==> config.mk <==
export PLATFORM = sky130hd
export DESIGN_NAME = stack_multi_seq
export DESIGN_NICKNAME = d
export VERILOG_FILES = /design/src/rtl/stack_seq_pkg.sv /design/src/rtl/reg_list_scan.sv /design/src/rtl/stack_multi_seq.sv
export SDC_FILE = /design/constraint.sdc
export NUM_CORES = 1
export LEC_CHECK = 0
export ABC_AREA = 0
export BUFFER_PORTS_ARGS = -buffer_cell sky130_fd_sc_hd__buf_2
export CAP_MARGIN = 25
export CORE_ASPECT_RATIO = 0.6
export CORE_MARGIN = 4
export CORE_UTILIZATION = 52
export DETAILED_ROUTE_END_ITERATION = 7
export PLACE_DENSITY = 0.82
export RECOVER_POWER = 25
export SYNTH_ARGS = -nofsm -noshare
export SYNTH_HDL_FRONTEND = slang
export SYNTH_SLANG_ARGS = --single-unit
export TNS_END_PERCENT = 50
==> constraint.sdc <==
create_clock -name clk -period 6.1 [get_ports clk]
set_clock_uncertainty 0.1 [all_clocks]
set_input_delay 0.61 -clock clk [delete_from_list [all_inputs] [get_ports clk]]
set_output_delay 0.61 -clock clk [all_outputs]
set_load 0.01 [all_outputs]
==> src/rtl/stack_seq_pkg.sv <==
// Shared types and constants for the PUSH/POP multi-cycle stack sequencer.
package stack_seq_pkg;

  typedef enum logic [2:0] {IDLE, CALC, PRD, PWR, MRD, MWB, SPUPD} state_t;

  localparam logic [3:0] SEL_SP     = 4'hd;
  localparam logic [3:0] SEL_LR     = 4'he;
  localparam logic [3:0] SEL_PC     = 4'hf;
  localparam int         WORD_BYTES = 4;

  // Number of words moved: r0..r7 plus the optional LR/PC slot (bit 8).
  function automatic logic [3:0] slot_count(input logic [8:0] m);
    logic [3:0] c;
    c = '0;
    for (int i = 0; i < 9; i++) c += 4'(m[i]);
    return c;
  endfunction

endpackage

==> src/rtl/reg_list_scan.sv <==
// Lowest-set-bit encoder over the 9-slot mask (bit 8 = LR/PC slot).
module reg_list_scan (
  input  logic [8:0] mask,
  output logic [3:0] slot,
  output logic       any_left
);

  always_comb begin
    slot = '0;
    for (int i = 8; i >= 0; i--)
      if (mask[i]) slot = 4'(i);
    any_left = |mask;
  end

endmodule

==> src/rtl/stack_multi_seq.sv <==
// Thumb PUSH/POP {reglist[,LR|PC]} sequencer: one register per two cycles, then SP commit.
module stack_multi_seq
  import stack_seq_pkg::*;
#(
  parameter int ADDR_W = 32
) (
  input  logic              clk,
  input  logic              rst,
  input  logic              start,
  input  logic              is_pop,
  input  logic [7:0]        reg_list,
  input  logic              r_bit,
  input  logic [31:0]       sp_cur,
  output logic [3:0]        rf_rd_select,
  input  logic [31:0]       rf_rd_data,
  output logic              rf_write_en,
  output logic [3:0]        rf_wr_select,
  output logic [31:0]       rf_wr_data,
  output logic              rf_sp_write_en,
  output logic [31:0]       rf_sp_in,
  output logic [ADDR_W-1:0] mem_addr,
  output logic              mem_we,
  output logic [31:0]       mem_wdata,
  output logic              mem_re,
  input  logic [31:0]       mem_rdata,
  output logic              pc_load_en,
  output logic [31:0]       pc_load_data,
  output logic              busy,
  output logic              done
);

  state_t      state;
  logic        pop_q;
  logic        sp_nz;
  logic [8:0]  req_mask;
  logic [8:0]  mask;
  logic [8:0]  mask_cleared;
  logic [31:0] sp_q;
  logic [31:0] addr;
  logic [31:0] new_sp;
  logic [31:0] span;
  logic [3:0]  slot;
  logic [3:0]  slot_sel;
  logic        any_left;
  logic        req_any;
  logic [3:0]  req_slot;

  reg_list_scan u_scan (
    .mask     (mask),
    .slot     (slot),
    .any_left (any_left)
  );

  // Separate scan of the request mask so CALC can pick the first state before mask is loaded.
  reg_list_scan u_req_scan (
    .mask     (req_mask),
    .slot     (req_slot),
    .any_left (req_any)
  );

  assign span         = {26'd0, slot_count(req_mask), 2'b00};
  assign mask_cleared = mask & ~(9'd1 << slot);

  always_ff @(posedge clk) begin
    if (rst) begin
      state    <= IDLE;
      pop_q    <= 1'b0;
      sp_nz    <= 1'b0;
      req_mask <= '0;
      mask     <= '0;
      sp_q     <= '0;
      addr     <= '0;
      new_sp   <= '0;
    end else begin
      case (state)
        IDLE: if (start) begin
          pop_q    <= is_pop;
          req_mask <= {r_bit, reg_list};
          sp_q     <= sp_cur;
          state    <= CALC;
        end
        CALC: begin
          mask   <= req_mask;
          sp_nz  <= req_any;
          addr   <= pop_q ? sp_q : sp_q - span;
          new_sp <= pop_q ? sp_q + span : sp_q - span;
          state  <= !req_any ? SPUPD : (pop_q ? MRD : PRD);
        end
        PRD: state <= PWR;
        MRD: state <= MWB;
        PWR, MWB: begin
          mask  <= mask_cleared;
          addr  <= addr + 32'(WORD_BYTES);
          state <= (|mask_cleared) ? (pop_q ? MRD : PRD) : SPUPD;
        end
        SPUPD: state <= IDLE;
        default: state <= IDLE;
      endcase
    end
  end

  // Moore decode; the only input-fed outputs are the data buses, muxed by registered state.
  always_comb begin
    rf_rd_select   = '0;
    rf_write_en    = 1'b0;
    rf_wr_select   = '0;
    rf_wr_data     = '0;
    rf_sp_write_en = 1'b0;
    rf_sp_in       = '0;
    mem_addr       = '0;
    mem_we         = 1'b0;
    mem_wdata      = '0;
    mem_re         = 1'b0;
    pc_load_en     = 1'b0;
    pc_load_data   = '0;
    done           = 1'b0;
    busy           = (state != IDLE);
    slot_sel       = (slot == 4'd8) ? (pop_q ? SEL_PC : SEL_LR) : slot;
    case (state)
      PRD: rf_rd_select = slot_sel;
      PWR: begin
        mem_we    = 1'b1;
        mem_addr  = addr[ADDR_W-1:0];
        mem_wdata = rf_rd_data;
      end
      MRD: begin
        mem_re   = 1'b1;
        mem_addr = addr[ADDR_W-1:0];
      end
      MWB: begin
        if (slot_sel == SEL_PC) begin
          pc_load_en   = 1'b1;
          pc_load_data = mem_rdata;
        end else begin
          rf_write_en  = 1'b1;
          rf_wr_select = slot_sel;
          rf_wr_data   = mem_rdata;
        end
      end
      SPUPD: begin
        rf_sp_write_en = sp_nz;
        rf_sp_in       = new_sp;
        done           = 1'b1;
      end
      default: ;
    endcase
  end

endmodule

==> metrics.md, run 1 <==
| Metric | Value |
|---|---|
| Required time worst endpoint | `6.20 ns` |
| Max Fclk | `0.193 GHz` |
| Post-synthesis register bit count | `119` |
| Hold Fails Final Rpt | `0` |
| Cell count after synthesis | `1168` |
| Status | `finished, violations left` |
| I/O Pins | `284` |
| Post-synthesis async set-or-reset flop share | `0%` |
| Slowest CP cell | `fa_1` |
| Die height | `107 um` |
| Fin cells | `1604` |
| Hpwl dp | `23300 um` |
| ANT nets after route | `0` |
| Register share of total power | `29.3%` |
| Final GP Congestion | `0.956` |
| Worst r2r src | `req_mask[0]$_SDFFE_PP0P_` |
| Critical-path cell list | `inv_1 > fa_1 > fa_1 > fa_1 > fa_1 > fa_1 > inv_1 > ha_1 > o21ba_2 > o311ai_2 > buf_4 > or4_1 > mux2i_1 > a31oi_1` |
| Synth Net Count | `1297` |
| Post-CTS setup buffer count | `0` |
| Sw power | `2.08 mW` |
| Clk slew on worst S/H paths | `0.07 ns` |
| WP buf/inv | `3` |
| GR Util All Layers | `32.1%` |
| FF-to-FF path depth | `14` |
| Hold/Removal Path Class | `input port to flop` |
| Grt ovf | `0` |
| Post-synth top area share | `28.1%` |
| CTS root buf | `clkbuf_16` |
| Critical path's largest stage delay | `0.56 ns` |
| Power per cell area | `416 nW/um2` |
| Placed Area | `9930 um2` |
| Internal power | `2.27 mW` |
| Crit Path Category | `flop to flop` |
| RSZ-0062 raised after global routing | `false` |
| Slew @ Worst Pin | `2.18 ns` |
| Dpl cells | `1569` |
| Skew-Pair Late Insertion Delay | `0.42 ns` |
| Synth cell count leaders | `and2_1 (139), nand2_1 (136), dfxtp_1 (119), clkbuf_1 (93), a21oi_1 (85)` |
| Tmin final | `5.18 ns` |
| Max-cap violations | `3` |
| Initial Utilization | `54.2%` |
| Crit path launch type | `flop` |
| Clock sink count | `119` |
| Vias per cell | `6.10` |
| Top FF cell, synth | `dfxtp_1` |
| Max Transition Viols Final | `136` |
| Yosys top cell by area | `dfxtp_1` |
| Cell mode on critical path | `fa_1` |
| Register area share after synthesis | `28.1%` |
| Static Leak | `4.57 nW` |
| Top-count cell post-synth | `and2_1` |
| Crit path DAT | `5.27 ns` |
| Synth Cell Area | `8470 um2` |
| Final Routed Wirelength | `31500 um` |
| Buffers on Ports | `283` |
| Routed wire per std cell | `19.6 um` |
| Hold_sp | `reg_list[5]` |
| Slew headroom | `-45.1%` |
| Hold Path End | `req_mask[5]$_SDFFE_PP0P_` |
| Area contributors post-synth | `dfxtp_1 (28%), and2_1 (10%), nand2_1 (6.0%)` |
| CP Max Fanout | `20` |
| CP top delay family | `adder cells` |
| Die Wd | `173 um` |
| Combinational share of power | `48.8%` |
| Avg Inst Size Synth | `7.25 um2` |
| H-Tree Depth | `4` |
| Final setup fails | `0` |
| Hold WS | `0.319 ns` |
| CTS tree | `built` |
| Initial DRC count | `1344` |
| Switching Share | `47.8%` |
| Pre-antenna DRT Iters | `6` |
| Clock power share | `21.8%` |
| R2R Path End | `addr[31]$_SDFFE_PP0P_` |
| Cts repair resizes | `0` |
| Nets | `1515` |
| CTS Hold Buffers Added | `0` |
| Ys Warns | `0` |
| Initial antenna violation count | `1` |
| First-pass GRT wire length | `47900 um` |
| R2R Setup Slk | `0.92 ns` |
| Crit. End Element | `flop` |
| Clk buf depth | `2` |
| Worst vdd ir | `251 uV` |
| Largest net degree at the start of global routing | `51` |
| Final instance area | `10500 um2` |
| Hold path depth | `3` |
| Vias post-DR | `9783` |
| EDFF count, synth | `0` |
| Final period util | `84.8%` |
| Post-synth cell types | `70` |
| Share of cells above drive strength 1 | `24.5%` |
| Row cnt | `35` |
| Setup TNS | `0 ns` |
| Area growth from synthesis to layout | `23.5%` |
| Failing checks | `max-capacitance violations, max-slew violations` |
| DRC violations left | `0` |
| Core Footprint | `15600 um2` |
| Die Footprint | `18500 um2` |
| TritonCTS Buffers | `17` |
| Vias in the first global route | `8497` |
## kinds of logic (layout without fill, tap and decap cells)
logic type | after synthesis | count (layout) | synth area share, %
and+or+nand+nor | 595 | 595 | 38.3
AOI/OAI and AO/OA | 266 | 266 | 20.3
buffers and inverters | 136 | 367 | 6.18
DFF | 119 | 119 | 28.1
xor gates and xnor gates | 21 | 21 | 2.17
adders and majority gates | 20 | 20 | 3.58
muxes | 11 | 11 | 1.32
other | 0 | 2 | 0
## cells in the final DEF, fill, tap and decap left out, drive strengths merged, types with 35 or more instances in the layout
cell	netlist	final
buf	10	285
and2	139	139
nand2	136	136
dfxtp	119	119
a21oi	85	85
nor2	68	68
o21ai	54	54
inv	33	40
nor3	39	39
nor2b	35	35
clkbuf	93	35
## sequential cells by signal, indices dropped and copies added (netlist names)
name	cells
addr	32
new_sp	32
sp_q	32
mask	9
req_mask	9
state	3
pop_q	1
sp_nz	1
## per-stage QoR
step / utilization [%] / setup WS, ns / power (mW)
after floorplan: - / 0.989 / 2.64
after global routing: 66.9 / 0.657 / 4.58
after detailed placement: 63.5 / 1.04 / 3.30
after CTS: 67.0 / 0.968 / 4.27
final: 66.9 / 0.925 / 4.35
after global placement: 63.2 / 1.20 / 3.22
## final cells by class
type	instances	area [um2]
multi-input cells	913	5580
fillers	1364	5180
flip-flops and latches	119	2380
repair buffers	302	1560
clock buffers	18	429
well taps	203	254
inverters	33	124
clock inverters	14	119
diodes	2	5.00
## power groups by stage
stage / combinational [mW] / sequential (mW) / clock [mW]
finish: 2.13 / 1.28 / 0.950
global route: 2.31 / 1.29 / 0.984
CTS: 2.07 / 1.25 / 0.945
detailed placement: 2.04 / 1.26 / 0
global placement: 1.96 / 1.26 / 0
floorplan: 1.56 / 1.08 / 0
## worst reg2reg max path, stage by stage, from the launching register on
cell	delay, ns
dfxtp_1	0.33
inv_1	0.10
fa_1	0.56
fa_1	0.43
fa_1	0.46
fa_1	0.42
fa_1	0.53
inv_1	0.10
ha_1	0.31
o21ba_2	0.24
o311ai_2	0.47
buf_4	0.37
or4_1	0.22
mux2i_1	0.21
a31oi_1	0.10
## worst max-delay path by stage
stage	start	endpoint	slack [ns]	cells past startpoint
4_1_cts	req_mask[0]$_SDFFE_PP0P_	addr[17]$_SDFFE_PP0P_	0.97	14
3_5_place_dp	req_mask[1]$_SDFFE_PP0P_	new_sp[23]$_SDFFE_PP0P_	1.04	14
2_1_floorplan	req_mask[0]$_SDFFE_PP0P_	new_sp[11]$_SDFFE_PP0P_	0.99	15
5_1_grt	req_mask[1]$_SDFFE_PP0P_	addr[31]$_SDFFE_PP0P_	0.66	14
3_3_place_gp	req_mask[0]$_SDFFE_PP0P_	new_sp[23]$_SDFFE_PP0P_	1.20	14
6_report	req_mask[0]$_SDFFE_PP0P_	addr[31]$_SDFFE_PP0P_	0.92	14
## layer usage
metal	up-vias	track usage [%]	part of all wire, %
met5	-	0	0
li1	4570	-	-
met1	4478	48.0	44
met4	0	7.97	1.5
met3	52	12.0	15
met2	683	42.8	40
No activity file was read; power rests on OpenSTA's default activity.
==> run 2: changes to the inputs <==
--- a/config.mk
+++ b/config.mk
@@ -10,9 +10,9 @@
 export CAP_MARGIN = 25
 export CORE_ASPECT_RATIO = 0.6
 export CORE_MARGIN = 4
-export CORE_UTILIZATION = 52
+export CORE_UTILIZATION = 47
 export DETAILED_ROUTE_END_ITERATION = 7
-export PLACE_DENSITY = 0.82
+export PLACE_DENSITY = 0.78
 export RECOVER_POWER = 25
 export SYNTH_ARGS = -nofsm -noshare
 export SYNTH_HDL_FRONTEND = slang
==> constraint.sdc (replaced) <==
create_clock -name clk -period 4.55 [get_ports clk]
set_clock_uncertainty 0.1 [all_clocks]
set_input_delay 0.455 -clock clk [delete_from_list [all_inputs] [get_ports clk]]
set_output_delay 0.455 -clock clk [all_outputs]
set_load 0.01 [all_outputs]
==> metrics.md, run 2 (same netlist as run 1, synthesis figures left out) <==
| Metric | Value |
|---|---|
| Top Metal Used | `met4` |
| Critical path launch point | `req_mask[0]$_SDFFE_PP0P_` |
| Crit Path Category | `flop to flop` |
| Pre-antenna DRT Iters | `6 (unchanged)` |
| Status | `finished, violations left` |
| Metal1 wirelength | `14200 um (+3.6%)` |
| Worst r2r src | `req_mask[0]$_SDFFE_PP0P_` |
| Cell mode on critical path | `fa_1` |
| Routed wire per std cell | `20.4 um (+3.9%)` |
| Final GP Congestion | `0.965 (+0.91%)` |
| Slowest CP cell | `fa_2` |
| Setup TNS | `-8.89 ns (-8.89 ns)` |
| Worst vdd ir | `432 uV (+72%)` |
| Max Fclk | `0.206 GHz (+6.8%)` |
| Die height | `112 um (+4.8%)` |
| Initial DRC count | `1547 (+15%)` |
| I/O Pins | `284 (unchanged)` |
| Crit path DAT | `5.06 ns (-0.21 ns)` |
| TritonCTS Buffers | `17 (unchanged)` |
| CTS Hold Buffers Added | `0 (unchanged)` |
| Tmin final | `4.84 ns (-0.331 ns)` |
| R2R Setup Slk | `-0.29 ns (-1.22 ns)` |
| Most frequent cells in the layout | `buf_2 (279), and2_1 (137), nand2_1 (136), dfxtp_1 (117), a21oi_1 (82)` |
| Met3 WL post-DR | `4710 um (-1.3%)` |
| Hold Path End | `sp_q[28]$_SDFFE_PP0P_` |
| Required time worst endpoint | `4.76 ns (-1.44 ns)` |
| Clk slew on worst S/H paths | `0.06 ns (about the same)` |
| Critical path's largest stage delay | `0.59 ns (+0.03 ns)` |
| Power per cell area | `636 nW/um2 (+53%)` |
| Die Wd | `181 um (+4.9%)` |
| GR Util All Layers | `30.4% (-1.7 points)` |
| Share of cells above drive strength 1 | `32.3% (+7.7 points)` |
| Initial Utilization | `48.6% (-5.5 points)` |
| Vias post-DR | `10300 (+5.2%)` |
| Buffers on Ports | `283 (unchanged)` |
| Crit. End Element | `flop` |
| Crit path launch type | `flop` |
| Metal2 WL | `14500 um (+16%)` |
| Pre-CTS setup slack | `-0.326 ns (-1.36 ns)` |
| Hold path depth | `3 (unchanged)` |
| Hold WS | `0.164 ns (-0.155 ns)` |
| Hold/Removal Path Class | `input port to flop` |
| First-pass GRT wire length | `50100 um (+4.7%)` |
| CTS tree | `built` |
| Clock sink count | `119 (unchanged)` |
| Critical-path cell list | `inv_2 > fa_1 > fa_1 > fa_1 > fa_2 > fa_2 > inv_4 > ha_4 > o21ba_4 > o311ai_4 > buf_6 > buf_6 > nor4_4 > o21a_1 > a211o_1` |
| Max-cap violations | `0 (-3)` |
| Fin cells | `1689 (+5.3%)` |
| Failing checks | `negative setup slack` |
| RSZ-0062 raised after global routing | `true` |
| Area growth from synthesis to layout | `36.5%` |
| Row cnt | `37 (+5.7%)` |
| Max Transition Viols Final | `0 (-100%)` |
| Nets | `1570 (+3.6%)` |
| Grt ovf | `0 (unchanged)` |
| Static Leak | `5.01 nW (+9.5%)` |
| Slew headroom | `10.2% (+55 points)` |
| Initial antenna violation count | `1 (unchanged)` |
| Die Footprint | `20300 um2 (+10%)` |
| Largest net degree at the start of global routing | `85 (+67%)` |
| DRC violations left | `0 (unchanged)` |
| R2R Path End | `new_sp[23]$_SDFFE_PP0P_` |
| Final period util | `106% (+22 points)` |
| Hold_sp | `sp_cur[28]` |
| Final setup fails | `52 (+52)` |
| Post-route setup slack | `-0.294 ns (-1.22 ns)` |
| FF-to-FF path depth | `15 (+1)` |
| Slew @ Worst Pin | `1.35 ns (-0.830 ns)` |
| ANT nets after route | `0 (unchanged)` |
| Commonest non-fill, non-tap cell in the layout | `buf_2` |
| Hold Fails Final Rpt | `0 (unchanged)` |
| Skew-Pair Late Insertion Delay | `0.42 ns (about the same)` |
| Hpwl dp | `23400 um (+0.38%)` |
| Dpl cells | `1634 (+4.1%)` |
| Core Footprint | `17400 um2 (+11%)` |
| Vias in the first global route | `8993 (+5.8%)` |
| CP Max Fanout | `6 (-70%)` |
| Biggest regs | `addr: 32 flops, new_sp: 32 flops, sp_q: 32 flops` |
| H-Tree Depth | `4 (unchanged)` |
| Clk buf depth | `2 (unchanged)` |
| Final Routed Wirelength | `34400 um (+9.4%)` |
| Final Core Density | `66.4% (-0.49 points)` |
| CTS root buf | `clkbuf_16` |
| Vias per cell | `6.09 (-0.12%)` |
## run 2: cell types whose count changed in the layout (fill, tap and decap cells not counted), sizes merged
cell      change
buf          +66
bufinv        +2
clkbuf       -12
clkinv        -2
clkinvlp      +1
diode         -1
## run 2: layout make-up
type	instances	area (um2)
well taps	234	293
clock buffers	17	425
flip-flops and latches	119	2380
clock inverters	15	166
repair buffers	357	2140
fillers	1421	5850
diodes	1	2.50
multi-input cells	913	6010
inverters	33	126
## run 2: layer usage
| metal | global-route usage (%) | vias up |
|---|---|---|
| li1 | - | 4686 |
| met1 | 44.7 | 4731 |
| met2 | 43.7 | 766 |
| met3 | 8.29 | 106 |
| met4 | 7.95 | 0 |
| met5 | 0 | - |
## run 2: timing repair
| item | in CTS | in global routing |
|---|---|---|
| gates cloned | 2 | 2 |
| endpoints found under the setup margin | 52 | 52 |
| pin swaps | 12 | 31 |
| gates resized for setup | 41 | 60 |
| buffers inserted | 11 | 12 |
## run 2: how the worst max path moves through the flow
stage | end | slack (ns) | cells after the start
after CTS | addr[18]$_SDFFE_PP0P_ | -0.13 | 14
after floorplan | new_sp[13]$_SDFFE_PP0P_ | -0.04 | 15
after detailed placement | new_sp[23]$_SDFFE_PP0P_ | -0.33 | 15
after global placement | addr[10]$_SDFFE_PP0P_ | -0.21 | 15
final | new_sp[23]$_SDFFE_PP0P_ | -0.29 | 15
after global routing | new_sp[23]$_SDFFE_PP0P_ | -0.42 | 15
## run 2: critical path, delay by kind of cell, from the launching register on
kind            cells  cell delay, ns
compound gates      4            1.07
simple gates        1            0.04
buf+inv             4            0.44
flops               1            0.33
fa+ha+maj           6            2.72
## run 2: through the flow
step / cell area, um2 / total power [mW]
floorplan: 8550 / 3.65
global placement: 10200 / 4.67
detailed placement: 10300 / 4.75
CTS: 11100 / 6.56
global route: 11600 / 7.67
finish: 11600 / 7.35
## run 2: power by group
part           internal [mW]  total [mW]  switching [mW]
logic                   1.93        4.23            2.30
registers               1.29        1.73           0.449
clock network          0.819        1.38           0.563
==> run 3: changes to the inputs <==
--- a/config.mk
+++ b/config.mk
@@ -10,11 +10,11 @@
 export CAP_MARGIN = 25
 export CORE_ASPECT_RATIO = 0.6
 export CORE_MARGIN = 4
-export CORE_UTILIZATION = 47
+export CORE_UTILIZATION = 34
 export DETAILED_ROUTE_END_ITERATION = 7
-export PLACE_DENSITY = 0.78
 export RECOVER_POWER = 25
 export SYNTH_ARGS = -nofsm -noshare
 export SYNTH_HDL_FRONTEND = slang
+export SYNTH_HIERARCHICAL = 1
 export SYNTH_SLANG_ARGS = --single-unit
 export TNS_END_PERCENT = 50
==> metrics.md, run 3 <==
| Metric | Value |
|---|---|
| Max Transition Viols Final | `56 (+56)` |
| Nets | `1578 (+0.51%)` |
| Biggest regs | `addr: 32 flops, new_sp: 32 flops, sp_q: 32 flops` |
| GR Util All Layers | `24.2% (-6.2 points)` |
| Clk slew on worst S/H paths | `0.06 ns (about the same)` |
| Final GP Congestion | `0.933 (-3.2%)` |
| Failing checks | `max-capacitance violations, max-slew violations, negative setup slack` |
| Post-route setup slack | `-0.146 ns (+0.148 ns)` |
| Setup TNS | `-2.00 ns (+6.89 ns)` |
| Share of cells above drive strength 1 | `32.2% (-0.062 points)` |
| Synth Cell Area | `8650 um2 (+2.1%)` |
| Initial DRC count | `828 (-46%)` |
| Static Leak | `4.98 nW (-0.49%)` |
| Clock sink count | `119 (unchanged)` |
| Slew @ Worst Pin | `2.00 ns (+0.650 ns)` |
| FF-to-FF path depth | `15 (unchanged)` |
| ANT nets after route | `0 (unchanged)` |
| Power per cell area | `603 nW/um2 (-5.2%)` |
| Crit Path Category | `flop to flop` |
| Slowest CP cell | `fa_2` |
| Dpl cells | `1741 (+6.5%)` |
| Initial Utilization | `35.1% (-14 points)` |
| Die height | `132 um (+17%)` |
| WP buf/inv | `4 (unchanged)` |
| Buffers on Ports | `283 (unchanged)` |
| RSZ-0062 raised after global routing | `true` |
| First-pass GRT wire length | `53700 um (+7.1%)` |
| Hpwl dp | `26800 um (+15%)` |
| TritonCTS Buffers | `17 (unchanged)` |
| CP top delay family | `adder cells` |
| Core Footprint | `24600 um2 (+41%)` |
| Worst r2r src | `req_mask[0]$_SDFFE_PP0P_` |
| Fin cells | `1790 (+6.0%)` |
| Hold/Removal Path Class | `input port to flop` |
| Avg Inst Size Synth | `7.35 um2 (+1.3%)` |
| Status | `finished, violations left` |
| Row cnt | `44 (+19%)` |
| Vias in the first global route | `8932 (-0.68%)` |
| Vias per cell | `5.52 (-9.3%)` |
| Initial antenna violation count | `4 (+3)` |
| Final Core Density | `48.0% (-18 points)` |
| Ys Warns | `6 (+6)` |
| Setup crit end | `addr[16]$_SDFFE_PP0P_` |
| Placed Area | `10700 um2 (+4.0%)` |
| R2R Path End | `addr[16]$_SDFFE_PP0P_` |
| I/O Pins | `284 (unchanged)` |
| Crit path DAT | `4.90 ns (-0.16 ns)` |
| Worst vdd ir | `392 uV (-9.2%)` |
| Crit path launch type | `flop` |
| Max-cap violations | `2 (+2)` |
| Routed wire per std cell | `20.2 um (-0.71%)` |
| Largest net degree at the start of global routing | `62 (-27%)` |
| Slew headroom | `-33.4% (-44 points)` |
| CTS root buf | `clkbuf_16` |
| Area growth from synthesis to layout | `36.5% (about the same)` |
| Commonest non-fill, non-tap cell in the layout | `buf_2` |
| H-Tree Depth | `4 (unchanged)` |
| R2R Setup Slk | `-0.15 ns (+0.15 ns)` |
| CTS tree | `built` |
| Overall power | `7.11 mW (-3.2%)` |
| Final Routed Wirelength | `36200 um (+5.2%)` |
| Critical-path cell list | `inv_2 > fa_1 > fa_1 > fa_1 > fa_2 > fa_2 > inv_4 > fa_2 > o21ba_4 > o2111ai_4 > buf_6 > nor3_2 > o21ai_1 > buf_4 > a31oi_1` |
| CP Max Fanout | `6 (unchanged)` |
| Multi-input logic area | `6250 um2 (+4.0%)` |
| Clk buf depth | `2 (unchanged)` |
| Die Footprint | `28100 um2 (+39%)` |
| Hold WS | `0.160 ns (-0.00432 ns)` |
| Crit path depth | `15 (unchanged)` |
| Hold Fails Final Rpt | `0 (unchanged)` |
| Max Fclk | `0.213 GHz (+3.2%)` |
| Vias post-DR | `9889 (-3.9%)` |
| Most frequent cells in the layout | `buf_2 (270), and2_1 (142), nand2_1 (137), dfxtp_1 (117), a21oi_1 (80)` |
| Grt ovf | `0 (unchanged)` |
| Required time worst endpoint | `4.75 ns (about the same)` |
| FILL cells | `2424 (+71%)` |
| Pre-antenna DRT Iters | `7 (+1)` |
| Pre-CTS setup slack | `-0.382 ns (-0.0556 ns)` |
| Critical path launch point | `req_mask[0]$_SDFFE_PP0P_` |
| Die Wd | `214 um (+18%)` |
| DRC violations left | `0 (unchanged)` |
| Final instance area | `11800 um2 (+2.1%)` |
| Final period util | `103% (-3.3 points)` |
| Tmin final | `4.70 ns (-0.148 ns)` |
| Final setup fails | `27 (-48%)` |
| Crit. End Element | `flop` |
| Critical path's largest stage delay | `0.57 ns (-0.02 ns)` |
| Register area | `2380 um2 (unchanged)` |
| Skew-Pair Late Insertion Delay | `0.43 ns (about the same)` |
| Synth Net Count | `1305 (+0.62%)` |
| Cell count after synthesis | `1177 (+0.77%)` |
[run 3: worst min-delay path by stage]
stage	start	slack [ns]	end	depth (start not counted)
after floorplan	new_sp[31]$_SDFFE_PP0P_	0.32	new_sp[31]$_SDFFE_PP0P_	2
after global placement	addr[0]$_SDFFE_PP0P_	0.34	addr[0]$_SDFFE_PP0P_	2
after detailed placement	sp_nz$_SDFFE_PP0P_	0.35	sp_nz$_SDFFE_PP0P_	2
after CTS	reg_list[6]	0.14	req_mask[6]$_SDFFE_PP0P_	3
after global routing	sp_cur[24]	0.16	sp_q[24]$_SDFFE_PP0P_	3
final	reg_list[6]	0.16	req_mask[6]$_SDFFE_PP0P_	3
[run 3: cell type report]
cell class / count / area share (%)
Clock inverter: 11 / 1.05
Clock buffer: 21 / 3.99
Tap cell: 322 / 3.41
Antenna cell: 5 / 0.106
Timing Repair Buffer: 360 / 17.2
Sequential cell: 119 / 20.2
Multi-Input combinational cell: 921 / 53.0
Inverter: 31 / 1.01
[run 3: per-layer routing]
metal | track usage (%) | vias up | part of all wire (%)
met5 | 0 | - | 0
met4 | 6.93 | 0 | 1.8
met3 | 6.55 | 35 | 9.5
met2 | 35.8 | 456 | 44
met1 | 34.5 | 4674 | 45
li1 | - | 4724 | -
[run 3: where the power goes]
| part | switching, mW | total, mW | leakage [nW] | internal, mW |
|---|---|---|---|---|
| combinational | 2.20 | 4.01 | 3.73 | 1.81 |
| clock | 0.537 | 1.39 | 0.285 | 0.849 |
| sequential | 0.420 | 1.71 | 0.971 | 1.29 |
| total | 3.16 | 7.11 | 4.98 | 3.95 |
[run 3: what timing repair did]
action                     in CTS  in global routing
buffers inserted                3                 10
hold buffers                    0                  0
resized for setup              28                 68
setup endpoints to repair      45                 47
pin swaps                       8                 36
[run 3: tightest hold or removal path, delay by kind of cell]
family / cells / cell delay [ns]
AND/OR/NAND/NOR: 1 / 0.04
AO/OA/AOI/OAI: 1 / 0.05
buffers and inverters: 1 / 0.09
